## src/rtl/pc_seq_pkg.sv

```systemverilog
// Shared types and default vectors for the pc_seq_unit fetch-address sequencer.
// Optional alignment checking is enabled with the PC_ALIGN_CHECK_EN macro.
package pc_seq_pkg;

    typedef logic [1:0] pc_state_t;

    localparam pc_state_t ST_BOOT = 2'd0;
    localparam pc_state_t ST_RUN  = 2'd1;
    localparam pc_state_t ST_HALT = 2'd2;

    typedef enum logic [2:0] {
        SRC_SEQ,
        SRC_HOLD,
        SRC_BRANCH,
        SRC_JUMP,
        SRC_EXC
    } pc_src_e;

    localparam logic [31:0] PC_RESET_VECTOR = 32'hBFC0_0000;
    localparam logic [31:0] PC_EXC_VECTOR   = 32'h8000_0180;

    function automatic logic is_redirect(input pc_src_e src);
        return (src == SRC_EXC) || (src == SRC_JUMP) || (src == SRC_BRANCH);
    endfunction

endpackage

```

## src/rtl/pc_next_sel.sv

```systemverilog
// Combinational next-PC priority mux for pc_seq_unit.
// With PC_ALIGN_CHECK_EN, misaligned jump/branch targets divert to the exception vector.
module pc_next_sel
    import pc_seq_pkg::*;
#(
    parameter int                WIDTH      = 32,
`ifdef PC_ALIGN_CHECK_EN
    parameter int                STEP       = 4,
`endif
    parameter logic [WIDTH-1:0]  EXC_VECTOR = WIDTH'(PC_EXC_VECTOR)
) (
    input  pc_state_t           state_i,
    input  logic [WIDTH-1:0]    pc_i,
    input  logic [WIDTH-1:0]    pc_seq_i,
    input  logic                stall_i,
    input  logic                halt_req_i,
    input  logic                exc_req_i,
    input  logic                jump_i,
    input  logic [WIDTH-1:0]    jump_target_i,
    input  logic                branch_taken_i,
    input  logic [WIDTH-1:0]    branch_target_i,
`ifdef PC_ALIGN_CHECK_EN
    output logic                misalign_o,
`endif
    output pc_src_e             src_o,
    output logic [WIDTH-1:0]    next_pc_o
);

    pc_src_e raw_src;

    // BOOT ignores every input; HALT only reacts to an exception.
    always_comb begin
        raw_src = SRC_HOLD;
        if (state_i == ST_RUN) begin
            if (exc_req_i)                 raw_src = SRC_EXC;
            else if (jump_i)               raw_src = SRC_JUMP;
            else if (branch_taken_i)       raw_src = SRC_BRANCH;
            else if (stall_i || halt_req_i) raw_src = SRC_HOLD;
            else                           raw_src = SRC_SEQ;
        end else if (state_i == ST_HALT && exc_req_i) begin
            raw_src = SRC_EXC;
        end
    end

`ifdef PC_ALIGN_CHECK_EN
    localparam logic [WIDTH-1:0] ALIGN_MASK = WIDTH'(STEP - 1);

    logic target_misaligned;

    always_comb begin
        target_misaligned = 1'b0;
        if (raw_src == SRC_JUMP)
            target_misaligned = |(jump_target_i & ALIGN_MASK);
        else if (raw_src == SRC_BRANCH)
            target_misaligned = |(branch_target_i & ALIGN_MASK);
    end

    assign src_o      = target_misaligned ? SRC_EXC : raw_src;
    assign misalign_o = target_misaligned;
`else
    assign src_o = raw_src;
`endif

    always_comb begin
        next_pc_o = pc_i;
        case (src_o)
            SRC_EXC:    next_pc_o = EXC_VECTOR;
            SRC_JUMP:   next_pc_o = jump_target_i;
            SRC_BRANCH: next_pc_o = branch_target_i;
            SRC_SEQ:    next_pc_o = pc_seq_i;
            default:    next_pc_o = pc_i;
        endcase
    end

endmodule

```

## src/rtl/pc_seq_unit.sv

```systemverilog
// Program-counter sequencer: architectural PC, BOOT/RUN/HALT control and redirect selection.
// Define PC_ALIGN_CHECK_EN to add the misalign output and target alignment checking.
module pc_seq_unit
    import pc_seq_pkg::*;
#(
    parameter int               WIDTH        = 32,
    parameter int               STEP         = 4,
    parameter logic [WIDTH-1:0] RESET_VECTOR = WIDTH'(PC_RESET_VECTOR),
    parameter logic [WIDTH-1:0] EXC_VECTOR   = WIDTH'(PC_EXC_VECTOR)
) (
    input  logic                clk,
    input  logic                rst_n,
    input  logic                stall,
    input  logic                halt_req,
    input  logic                resume,
    input  logic                exc_req,
    input  logic                jump,
    input  logic [WIDTH-1:0]    jump_target,
    input  logic                branch_taken,
    input  logic [WIDTH-1:0]    branch_target,
    output logic [WIDTH-1:0]    pc,
    output logic [WIDTH-1:0]    pc_seq,
    output logic                fetch_valid,
    output logic                redirect,
`ifdef PC_ALIGN_CHECK_EN
    output logic                misalign,
`endif
    output logic                halted
);

    pc_state_t          state_q, state_d;
    logic [WIDTH-1:0]   pc_q, pc_d;
    logic               fetch_valid_q;
    logic               redirect_q;
    pc_src_e            src;

    assign pc_seq = pc_q + WIDTH'(STEP);

`ifdef PC_ALIGN_CHECK_EN
    logic misalign_d, misalign_q;
`endif

    pc_next_sel #(
        .WIDTH      (WIDTH),
`ifdef PC_ALIGN_CHECK_EN
        .STEP       (STEP),
`endif
        .EXC_VECTOR (EXC_VECTOR)
    ) u_next_sel (
        .state_i         (state_q),
        .pc_i            (pc_q),
        .pc_seq_i        (pc_seq),
        .stall_i         (stall),
        .halt_req_i      (halt_req),
        .exc_req_i       (exc_req),
        .jump_i          (jump),
        .jump_target_i   (jump_target),
        .branch_taken_i  (branch_taken),
        .branch_target_i (branch_target),
`ifdef PC_ALIGN_CHECK_EN
        .misalign_o      (misalign_d),
`endif
        .src_o           (src),
        .next_pc_o       (pc_d)
    );

    // A redirect or stall pre-empts halt_req, so HALT is entered only from a plain hold.
    always_comb begin
        state_d = state_q;
        case (state_q)
            ST_BOOT: state_d = ST_RUN;
            ST_RUN:  if (src == SRC_HOLD && !stall && halt_req) state_d = ST_HALT;
            ST_HALT: if (src == SRC_EXC || resume) state_d = ST_RUN;
            default: state_d = ST_BOOT;
        endcase
    end

    always_ff @(posedge clk or negedge rst_n) begin
        if (!rst_n) begin
            state_q       <= ST_BOOT;
            pc_q          <= RESET_VECTOR;
            fetch_valid_q <= 1'b0;
            redirect_q    <= 1'b0;
        end else begin
            state_q       <= state_d;
            pc_q          <= pc_d;
            fetch_valid_q <= (state_d == ST_RUN);
            redirect_q    <= is_redirect(src);
        end
    end

`ifdef PC_ALIGN_CHECK_EN
    always_ff @(posedge clk or negedge rst_n) begin
        if (!rst_n) misalign_q <= 1'b0;
        else        misalign_q <= misalign_d;
    end

    assign misalign = misalign_q;
`endif

    assign pc          = pc_q;
    assign fetch_valid = fetch_valid_q;
    assign redirect    = redirect_q;
    assign halted      = (state_q == ST_HALT);

endmodule

```

## config.mk

```make
export PLATFORM = sky130hd
export DESIGN_NAME = pc_seq_unit
export DESIGN_NICKNAME = d
export VERILOG_FILES = /design/src/rtl/pc_seq_pkg.sv /design/src/rtl/pc_next_sel.sv /design/src/rtl/pc_seq_unit.sv
export SDC_FILE = /design/constraint.sdc
export NUM_CORES = 1
export LEC_CHECK = 0
export ABC_AREA = 1
export CAP_MARGIN = 10
export CORE_MARGIN = 3
export CORE_UTILIZATION = 42
export DETAILED_ROUTE_END_ITERATION = 8
export GPL_ROUTABILITY_DRIVEN = 0
export GPL_TIMING_DRIVEN = 0
export MAX_ROUTING_LAYER = met4
export PLACE_DENSITY = 0.82
export SYNTH_ARGS = -nofsm -noshare
export SYNTH_HDL_FRONTEND = slang
export SYNTH_SLANG_ARGS = --single-unit
```

## constraint.sdc

```tcl
create_clock -name clk -period 2 [get_ports clk]
set_clock_uncertainty 0.15 [all_clocks]
set_input_delay 0.2 -clock clk [delete_from_list [all_inputs] [get_ports clk]]
set_output_delay 0.2 -clock clk [all_outputs]
set_load 0.05 [all_outputs]
```

==> impl_metrics.toml, run 1 <==
[critical_path]
arrival_ns = 2.44
startpoint_type = "flop"
critPathCaptureType = "flop"
setup.worst_path.class = "reg2reg"
crit_path_max_fanout = 3
critical_path_required_ns = 2.07

[drt]
wire_length_reported_by_the_detailed_router_mm = 17.6
drt-wirelength-per-cell_um = 23.5
detail_route.iter0.violations = 506
postRouteAntennaNets = 0
vias = 4685
detail_route.first_pass.iterations = 8
remaining_drc_errors = 0
route.detailed.vias_per_inst = 6.27

[run_status]
run_status = "complete, but fails checks"
failed_checks = "setup timing"

[logic_synthesis]
ys_ff_latch = 36
number_of_enable_flip_flop_cells_after_synthesis = 0
yosys_warnings = 0
synthesis.nets = 519
portion_of_the_post_synthesis_area_used_by_sequential_elements_pct = 31.5
synth_ff_type = "sky130_fd_sc_hd__dfrtp_1"
post_syn_instances = 446
yosysUniqueCellTypes = 33
share_of_async_settable_or_async_resettable_flops_after_synthesis_pct = 100
syn_area_mm2 = 0.00290
synth_area_per_cell_um2 = 6.49

[flow_run]
cap_violations = 0

[clocking]
cts_num_sinks = 36
cts.root.buffer_cell = "sky130_fd_sc_hd__clkbuf_8"
max_buffers_root_to_sink = 2
cts-htree-levels = 2
worst_setup_hold_path_clk_slew_ns = 0.08
total_cts_buffers = 5
tritoncts_clock_tree = "done"
clkLatencyLatePin_ns = 0.31

[cells_and_area]
finalNetCount = 742
n_fill_cell = 248
layout-drive-gt1-share_pct = 42.7
antenna_cells = 0
regArea_um2 = 945
area_used_by_multi_input_combinational_logic_mm2 = 0.00235
flow.area_growth_from_synthesis_pct = 105

[floorplan]
site_rows = 29
initial_utilization_pct = 44.3
die_width_um = 89.0
die_h_um = 89.0
pin_count = 139
die_area_mm2 = 0.00793
core-area_mm2 = 0.00653

[pwr]
power.static_leakage_uw = 0.00278
peakVddDrop_mv = 0.643
pwr_density_cell_mw_per_mm2 = 838
post-layout-total-power_uw = 4970

[global_routing]
overflow = 0
wire_length_of_the_first_global_routing_pass_mm = 20.1
gr-usage-all-layers_pct = 34.3
grt_pass1_vias = 4233
antenna_found_initial = 0
largest_net_degree_at_the_start_of_global_routing = 37

[sta]
finalMaxSlewViolations = 0
report.final.hold_viol_count = 0
fin_crit_ns = 2.37
setup_slack_ns = -0.375
worst_slew_pin_slew_ns = 0.893
rsz_0062_raised_after_global_routing = "true"
timing.fmax_mhz = 421
max_slew_margin_pct = 40.5
setup_violations = 29
share_of_the_clock_period_used_by_the_worst_path_after_layout_pct = 119

[placed_design]
placement.io_buffers = 138
dp_slack_ns = -0.726
dp.final_hpwl_mm = 8.08

[worst_hold_path]
hold_class = "in2reg"
[critical path, cell delays in order (launching register included)]
cell,delay (ns)
sky130_fd_sc_hd__dfstp_4,0.67
sky130_fd_sc_hd__nand2_4,0.07
sky130_fd_sc_hd__nor2_4,0.16
sky130_fd_sc_hd__nand3_2,0.12
sky130_fd_sc_hd__nor2_4,0.18
sky130_fd_sc_hd__nand3_2,0.12
sky130_fd_sc_hd__buf_4,0.15
sky130_fd_sc_hd__buf_4,0.12
sky130_fd_sc_hd__buf_4,0.12
sky130_fd_sc_hd__buf_4,0.12
sky130_fd_sc_hd__buf_4,0.12
sky130_fd_sc_hd__nand3_1,0.07
sky130_fd_sc_hd__nand4_1,0.11
[repair_timing]
action,in CTS,in global routing
hold endpoints to repair,27,0
gates resized for setup,275,107
endpoints found under the setup margin,40,36
pin swaps,39,44
buffers inserted,51,29
cloned,0,0
hold buffers,1,0
[through the flow]
stage	hold slack [ns]	cell area [um2]	utilization, %	TNS (ns)	instances
2_1_floorplan	-0.246	3120	-	-0.276	446
3_3_place_gp	0.357	4600	70.4	-23.44	661
3_5_place_dp	0.199	4590	70.3	-12.16	661
4_1_cts	0.309	5380	82.4	-2.15	721
5_1_grt	0.323	5930	90.9	-8.87	747
6_report	0.332	5930	90.9	-6.22	747
[final cells by class]
type | instances | share of cell area [%]
sequential | 36 | 15.9
clock buffer | 8 | 1.52
tap | 77 | 1.62
buffer | 12 | 1.92
multi-input combinational | 348 | 39.6
inverter | 50 | 3.63
timing repair buffer | 216 | 35.8
[cells in the final DEF (no fill, tap or decap), types with 14 or more instances in the layout]
| master | Yosys | final |
|---|---|---|
| sky130_fd_sc_hd__nand2_1 | 188 | 153 |
| sky130_fd_sc_hd__clkdlybuf4s50_1 | 0 | 80 |
| sky130_fd_sc_hd__buf_4 | 5 | 66 |
| sky130_fd_sc_hd__inv_1 | 47 | 38 |
| sky130_fd_sc_hd__buf_6 | 5 | 30 |
| sky130_fd_sc_hd__nand2_2 | 6 | 29 |
| sky130_fd_sc_hd__nor2_4 | 3 | 22 |
| sky130_fd_sc_hd__dfrtp_2 | 0 | 20 |
| sky130_fd_sc_hd__nand3_1 | 32 | 17 |
| sky130_fd_sc_hd__dlygate4sd2_1 | 0 | 17 |
| sky130_fd_sc_hd__nor2_1 | 40 | 15 |
| sky130_fd_sc_hd__nand4_1 | 14 | 14 |
| sky130_fd_sc_hd__buf_8 | 1 | 14 |
[sequential cells by signal, indices dropped and copies added (netlist names)]
| register | count |
|---|---|
| pc | 32 |
| fetch_valid | 1 |
| redirect | 1 |
| state_q | 2 |
[power breakdown]
group,internal (uW),switching (uW),leakage (uW),total (uW)
clock,282,305,0.0000455,587
sequential,920,255,0.000406,1180
combinational,1180,2030,0.00233,3210
total,2390,2590,0.00278,4970
[routing by layer]
layer  track usage (%)  wire length [um]
met4              19.4              1720
met3              6.91              2150
met5                 -                 0
met1              35.9              5340
met2              59.9              8350
[cells in the mapped netlist (3+ instances only)]
master                      number  area share [%]
sky130_fd_sc_hd__and2_1          9             1.9
sky130_fd_sc_hd__nand3b_1       13             3.4
sky130_fd_sc_hd__dfstp_2         9             8.2
sky130_fd_sc_hd__nand3_1        32             5.5
sky130_fd_sc_hd__buf_6           5             1.9
sky130_fd_sc_hd__nor2_2          3            0.65
sky130_fd_sc_hd__nand2_2         6             1.3
sky130_fd_sc_hd__buf_4           5             1.3
sky130_fd_sc_hd__nand2_1       188              24
sky130_fd_sc_hd__o2111ai_1       4             1.2
sky130_fd_sc_hd__inv_1          47             6.1
sky130_fd_sc_hd__o21ai_0         4            0.69
sky130_fd_sc_hd__xnor2_1         5             1.5
sky130_fd_sc_hd__dfrtp_1        27              23
sky130_fd_sc_hd__nor2_4          3             1.2
sky130_fd_sc_hd__xor2_1          9             2.7
sky130_fd_sc_hd__nand4_1        14             3.0
sky130_fd_sc_hd__nor2_1         40             5.2
[worst paths after layout]
kind / start / endpoint / slack, ns / cells after the start
min in group asynchronous: rst_n / state_q[1] / 0.41 / 2
worst max register to register: pc[23] / pc[29] / -0.37 / 12
max in group asynchronous: rst_n / pc[6] / 0.68 / 2
worst min-delay path: jump_target[0] / pc[0] / 0.33 / 3
worst min register to register: state_q[0] / fetch_valid / 0.40 / 1
worst max-delay path: pc[23] / pc[29] / -0.37 / 12
[cells by family after synthesis]
group,after synthesis,synth area share [%]
buf+inv,62,10.5
simple gates,317,49.5
flops,36,31.5
compound gates,15,3.28
fa+ha+maj,1,0.432
xor+xnor,15,4.80
Note: power is estimated with default switching activity, not from simulation.
==> run 2, diff against run 1 <==
- REMOVE_ABC_BUFFERS: unset -> 1
==> run 2 against run 1 <==
Effect of this change:
- the flow still finishes with violations (setup timing)
- routed wire length shrank 25%
- critical path depth shrank 6
- maximum frequency grew 6.1%
- design area is 11% lower
- register-to-register slack improved by 0.42 ns
- sequential share of layout area is 1.6 points higher
- sequential power decreased by 3%
- die area is the same
- non-clock buffer count is 38 lower
- combinational power shrank 10%
- global-route usage fell by 5.2 points
- clock power rose by 3%
- largest cell class unchanged
==> impl_metrics.toml, run 2 (synthesis gave the netlist of run 1 again) <==
[run_status]
run_status = "complete, but fails checks"
failed_checks = "setup timing"

[drt]
drt-wirelength-per-cell_um = 18.5
detail_route.iter0.violations = 323
vias = 3999
remaining_drc_errors = 0
postRouteAntennaNets = 0
detail_route.first_pass.iterations = 5
route.detailed.vias_per_inst = 5.63
wire_length_reported_by_the_detailed_router_mm = 13.2

[cells_and_area]
finalNetCount = 706
final_cell_mix = "sky130_fd_sc_hd__nand2_1 (164), sky130_fd_sc_hd__clkdlybuf4s50_1 (84), sky130_fd_sc_hd__buf_4 (48)"
flow.area_growth_from_synthesis_pct = 82.8
layout-drive-gt1-share_pct = 34.4
final_core_util_pct = 81.1
stdcell_count = 710
finalInstanceArea_mm2 = 0.00529
most_common_cell_after_layout_fill_and_taps_aside = "sky130_fd_sc_hd__nand2_1"
n_fill_cell = 385
antenna_cells = 0
flip_flop_count_of_the_largest_register_after_layout = 32

[pwr]
peakVddDrop_mv = 0.768
swShare_pct = 51.2
power.static_leakage_uw = 0.00252
pwr-share-comb_pct = 62.2
internal-power_uw = 2250
seq_power_share_pct = 24.7
pwr_density_cell_mw_per_mm2 = 873
switching_power_uw = 2370
portion_of_total_power_attributed_to_the_clock_network_pct = 13.1

[global_routing]
grt_pass1_vias = 3733
wire_length_of_the_first_global_routing_pass_mm = 17.4
antenna_found_initial = 0
gr-usage-all-layers_pct = 29.1
largest_net_degree_at_the_start_of_global_routing = 37
overflow = 0

[critical_path]
cp_cell_sequence = "ha_4 -> nand3_4 -> nor2_2 -> nand3_1 -> xnor2_2 -> buf_6"
setup.worst_path.class = "reg2out"
critPathCaptureType = "output pin"
arrival_ns = 1.89
startpoint_type = "flop"
worst_path_max_delay_cell = "sky130_fd_sc_hd__dfrtp_2"
critical_path_required_ns = 1.65
critPathMaxStageDelay_ns = 0.43
crit_path_max_fanout = 4

[clocking]
total_cts_buffers = 5
cts.root.buffer_cell = "sky130_fd_sc_hd__clkbuf_8"
cts-htree-levels = 2
tritoncts_clock_tree = "done"
cts_num_sinks = 36
max_buffers_root_to_sink = 2
worst_setup_hold_path_clk_slew_ns = 0.09
clkLatencyLatePin_ns = 0.30

[floorplan]
pin_count = 139
site_rows = 29
initial_utilization_pct = 44.3
die_h_um = 89.0
die_width_um = 89.0
die_area_mm2 = 0.00793
core-area_mm2 = 0.00653

[sta]
share_of_the_clock_period_used_by_the_worst_path_after_layout_pct = 112
setup_slack_ns = -0.239
hold-worst-slack_ns = 0.315
finalMaxSlewViolations = 0
setup_violations = 25
report.final.hold_viol_count = 0
timing.fmax_mhz = 447
rsz_0062_raised_after_global_routing = "true"
fin_crit_ns = 2.24
max_slew_margin_pct = 40.4
worst_slew_pin_slew_ns = 0.894

[placed_design]
dp.final_hpwl_mm = 7.44
placement.io_buffers = 138
dp_slack_ns = -0.785
standard_cell_area_after_detailed_placement_mm2 = 0.00425
numPlacedInstances = 649

[flow_run]
cap_violations = 0

[worst_hold_path]
hold_class = "in2reg"
[run 2: layout make-up]
type                    instances  area, um2  share of cell area (%)
multi-input cells             350       2110                    39.8
clock buffers                   7       96.3                    1.82
flip-flops and latches         36        930                    17.6
well taps                      77       96.3                    1.82
repair buffers                190       1850                    35.0
inverters                      50        210                    3.97
[run 2: power groups by stage]
stage                     sequential [uW]  combinational, uW  clock [uW]
after CTS                            1090               2630         591
final                                1140               2880         604
after global routing                 1150               3000         631
after detailed placement             1120               2360           0
after global placement               1120               2330           0
after floorplan                      1590                989           0
[run 2: worst max-delay path, delay by kind of cell (launching register included)]
family	cells	cell delay [ns]
XOR/XNOR	1	0.25
adder cells (fa/ha/maj)	1	0.17
buffers and inverters	1	0.20
flip-flops	1	0.43
AND/OR/NAND/NOR	3	0.52
[run 2: routing by layer]
metal / GRT usage [%] / up-vias / routed length (um)
met2: 52.0 / 305 / 6510
met5: - / - / 0
met4: 11.0 / 0 / 794
li1: - / 1766 / -
met3: 6.18 / 94 / 1310
met1: 31.5 / 1834 / 4550
[run 2: worst paths after layout]
| path | slack, ns | depth (start not counted) | startpoint | end |
|---|---|---|---|---|
| max in group asynchronous | 0.66 | 2 | rst_n | pc[14] |
| worst max-delay path | -0.24 | 6 | pc[2] | pc_seq[16] |
| worst min register to register | 0.38 | 2 | pc[31] | pc[31] |
| worst max register to register | 0.05 | 8 | state_q[1] | pc[9] |
| worst min-delay path | 0.32 | 3 | jump_target[29] | pc[29] |
| min in group asynchronous | 0.42 | 2 | rst_n | pc[21] |
[run 2: what timing repair did]
action,4_1_cts,5_1_grt
gates cloned,1,1
setup buffers,33,19
endpoints found under the hold margin,27,0
resized for setup,262,103
hold buffers,1,0
endpoints found under the setup margin,48,67
pin swaps,29,31
[run 2: per-stage QoR]
stage / TNS (ns) / power (uW)
after floorplan: -11.61 / 2580
after global placement: -24.55 / 3450
after detailed placement: -17.97 / 3480
after CTS: -1.24 / 4310
after global routing: -4.51 / 4780
final: -3.26 / 4620
==> run 3, diff against run 2 <==
- TNS_END_PERCENT: unset -> 30
- clock period: 2 -> 2.47 ns (I/O delays scaled with it)
==> run 3 against run 2 <==
Effect of this change:
- the flow now finishes without violations
- design area shrank 19%
- via count shrank 16%
- flip-flop and latch count is the same
- clock-buffer cell count is the same
- power shrank 30%
- critical path depth grew 4
- register-to-register slack gained 0.39 ns
- routed wire length shrank 27%
- sequential share of layout area grew 3.7 points
- cell count shrank 7.5%
- die area is the same
- worst setup slack gained 0.24 ns
- critical path type unchanged
- largest power group unchanged
==> impl_metrics.toml, run 3 (synthesis gave the netlist of run 1 again) <==
[cells_and_area]
n_fill_cell = 597
stdcell_count = 657
final_cell_mix = "sky130_fd_sc_hd__nand2_1 (187), sky130_fd_sc_hd__clkdlybuf4s50_1 (112), sky130_fd_sc_hd__inv_1 (46)"
flow.area_growth_from_synthesis_pct = 48.7
most_common_cell_after_layout_fill_and_taps_aside = "sky130_fd_sc_hd__nand2_1"
antenna_cells = 0
final_core_util_pct = 65.9
layout-drive-gt1-share_pct = 12.6
flip_flop_count_of_the_largest_register_after_layout = 32
finalNetCount = 653

[clocking]
worst_setup_hold_path_clk_slew_ns = 0.08
cts_num_sinks = 36
cts-htree-levels = 2
cts.root.buffer_cell = "sky130_fd_sc_hd__clkbuf_8"
total_cts_buffers = 5
tritoncts_clock_tree = "done"
max_buffers_root_to_sink = 2
clkLatencyLatePin_ns = 0.29
cts_setup_buffers = 0

[floorplan]
initial_utilization_pct = 44.3
pin_count = 139
die_h_um = 89.0
site_rows = 29
die_width_um = 89.0
core-area_mm2 = 0.00653
die_area_mm2 = 0.00793

[critical_path]
setup.worst_path.class = "reg2out"
crit_start = "pc[2]"
worst_r2r_endpoint = "pc[20]"
cp_cell_sequence = "ha_2 -> nand3_2 -> inv_2 -> nand2_2 -> inv_1 -> nand2_1 -> inv_1 -> nand3_1 -> and2_1 -> buf_4"
reg2reg_slack_ns = 0.44
regToRegStartpoint = "state_q[1]"
worst_path_max_delay_cell = "sky130_fd_sc_hd__dfrtp_1"
critPathMaxStageDelay_ns = 0.41
critical_path_cell_count = 10
critPathCapture = "pc_seq[30]"
path_buf_inv = 4
reg2reg_depth = 9
arrival_ns = 2.07
path_common_cell = "sky130_fd_sc_hd__inv_1"
critical_path_required_ns = 2.07
crit_path_max_fanout = 4
startpoint_type = "flop"
cpLargestDelayFamily = "simple AND/OR/NAND/NOR gates"
critPathCaptureType = "output pin"

[pwr]
power.static_leakage_uw = 0.00193
seq_power_share_pct = 28.0
portion_of_total_power_attributed_to_the_clock_network_pct = 14.6
peakVddDrop_mv = 0.599
switching_power_uw = 1670
pwr_density_cell_mw_per_mm2 = 751
internal-power_uw = 1560
pwr-share-comb_pct = 57.4
swShare_pct = 51.6

[sta]
report.final.hold_viol_count = 0
finalMaxSlewViolations = 0
rsz_0062_raised_after_global_routing = "true"
setup_violations = 0
max_slew_margin_pct = 42.2
share_of_the_clock_period_used_by_the_worst_path_after_layout_pct = 99.8
timing.fmax_mhz = 406
worst_slew_pin_slew_ns = 0.867
fin_crit_ns = 2.46
hold-worst-slack_ns = 0.356

[placed_design]
numPlacedInstances = 649
placement.io_buffers = 138
dp.final_hpwl_mm = 7.44

[worst_hold_path]
hold_class = "in2reg"

[global_routing]
grt_pass1_vias = 3329
gr-usage-all-layers_pct = 25.2
antenna_found_initial = 0
largest_net_degree_at_the_start_of_global_routing = 37
overflow = 0
wire_length_of_the_first_global_routing_pass_mm = 15.3

[drt]
detail_route.iter0.violations = 135
detail_route.first_pass.iterations = 5
drt-wirelength-per-cell_um = 14.6
remaining_drc_errors = 0
postRouteAntennaNets = 0
vias = 3362
route.detailed.vias_per_inst = 5.12
wire_length_reported_by_the_detailed_router_mm = 9.61

[run_status]
run_status = "finished, final reports clean"

[flow_run]
cap_violations = 0
==> run 3: changes by cell type in the layout (fill, tap and decap cells not counted), moves of 14 or more <==
cell	delta
sky130_fd_sc_hd__buf_6	-17
sky130_fd_sc_hd__nand2_2	-15
sky130_fd_sc_hd__nor2_4	-14
sky130_fd_sc_hd__clkdlybuf4s50_1	+28
sky130_fd_sc_hd__buf_4	-43
sky130_fd_sc_hd__nand2_1	+23
sky130_fd_sc_hd__nor2_1	+18
==> run 3: metrics by stage <==
step	instance area [um2]	setup WS, ns	setup TNS, ns	total power, uW
2_1_floorplan	2780	-0.241	-1.29	2090
3_3_place_gp	4260	-0.311	-2.32	2790
3_5_place_dp	4250	-0.362	-2.72	2820
4_1_cts	4350	-0.140	-0.264	3260
5_1_grt	4310	-0.120	-0.309	3390
6_report	4310	0.00610	0	3240
==> run 3: tightest hold or removal path, delay by kind of cell <==
kind / cells / cell delay [ns]
buffers and inverters: 1 / 0.39
AND/OR/NAND/NOR: 2 / 0.14
==> run 3: worst min path at each step <==
stage / slack (ns) / endpoint / depth (start not counted) / startpoint
3_3_place_gp: 0.35 / pc[31] / 2 / pc[31]
3_5_place_dp: 0.25 / pc[21] / 1 / rst_n
6_report: 0.36 / pc[29] / 3 / jump_target[29]
4_1_cts: 0.36 / pc[29] / 3 / branch_target[29]
5_1_grt: 0.39 / pc[29] / 3 / jump_target[29]
2_1_floorplan: -0.20 / fetch_valid / 0 / rst_n
==> run 3: metal layers <==
| metal | vias up | part of all wire, % | GRT usage, % | wire length (um) |
|---|---|---|---|---|
| li1 | 1657 | - | - | - |
| met1 | 1533 | 40 | 29.0 | 3800 |
| met2 | 159 | 50 | 44.4 | 4840 |
| met3 | 13 | 8.5 | 5.99 | 814 |
| met4 | 0 | 1.7 | 6.09 | 159 |
| met5 | - | 0 | - | 0 |
==> run 3: power groups by stage <==
stage               Combinational (uW)  Sequential (uW)  Clock, uW
floorplan                          801             1290          0
global placement                  1890              904          0
detailed placement                1910              909          0
CTS                               1880              900        479
global route                      1960              925        501
finish                            1860              906        474
==> run 3: final cells by class <==
| class | instances | area [um2] | share of cell area [%] |
|---|---|---|---|
| clock buffer | 7 | 96.3 | 2.24 |
| inverter | 50 | 190 | 4.42 |
| multi-input combinational | 348 | 1700 | 39.4 |
| sequential | 36 | 915 | 21.2 |
| tap | 77 | 96.3 | 2.24 |
| timing repair buffer | 139 | 1310 | 30.5 |
==> run 3: timing repair <==
item                                    in CTS  in global routing
gates resized for setup                     87                 36
pin swaps                                    0                  0
hold buffers                                 1                  0
endpoints found under the hold margin       27                  0
endpoints found under the setup margin      25                 26
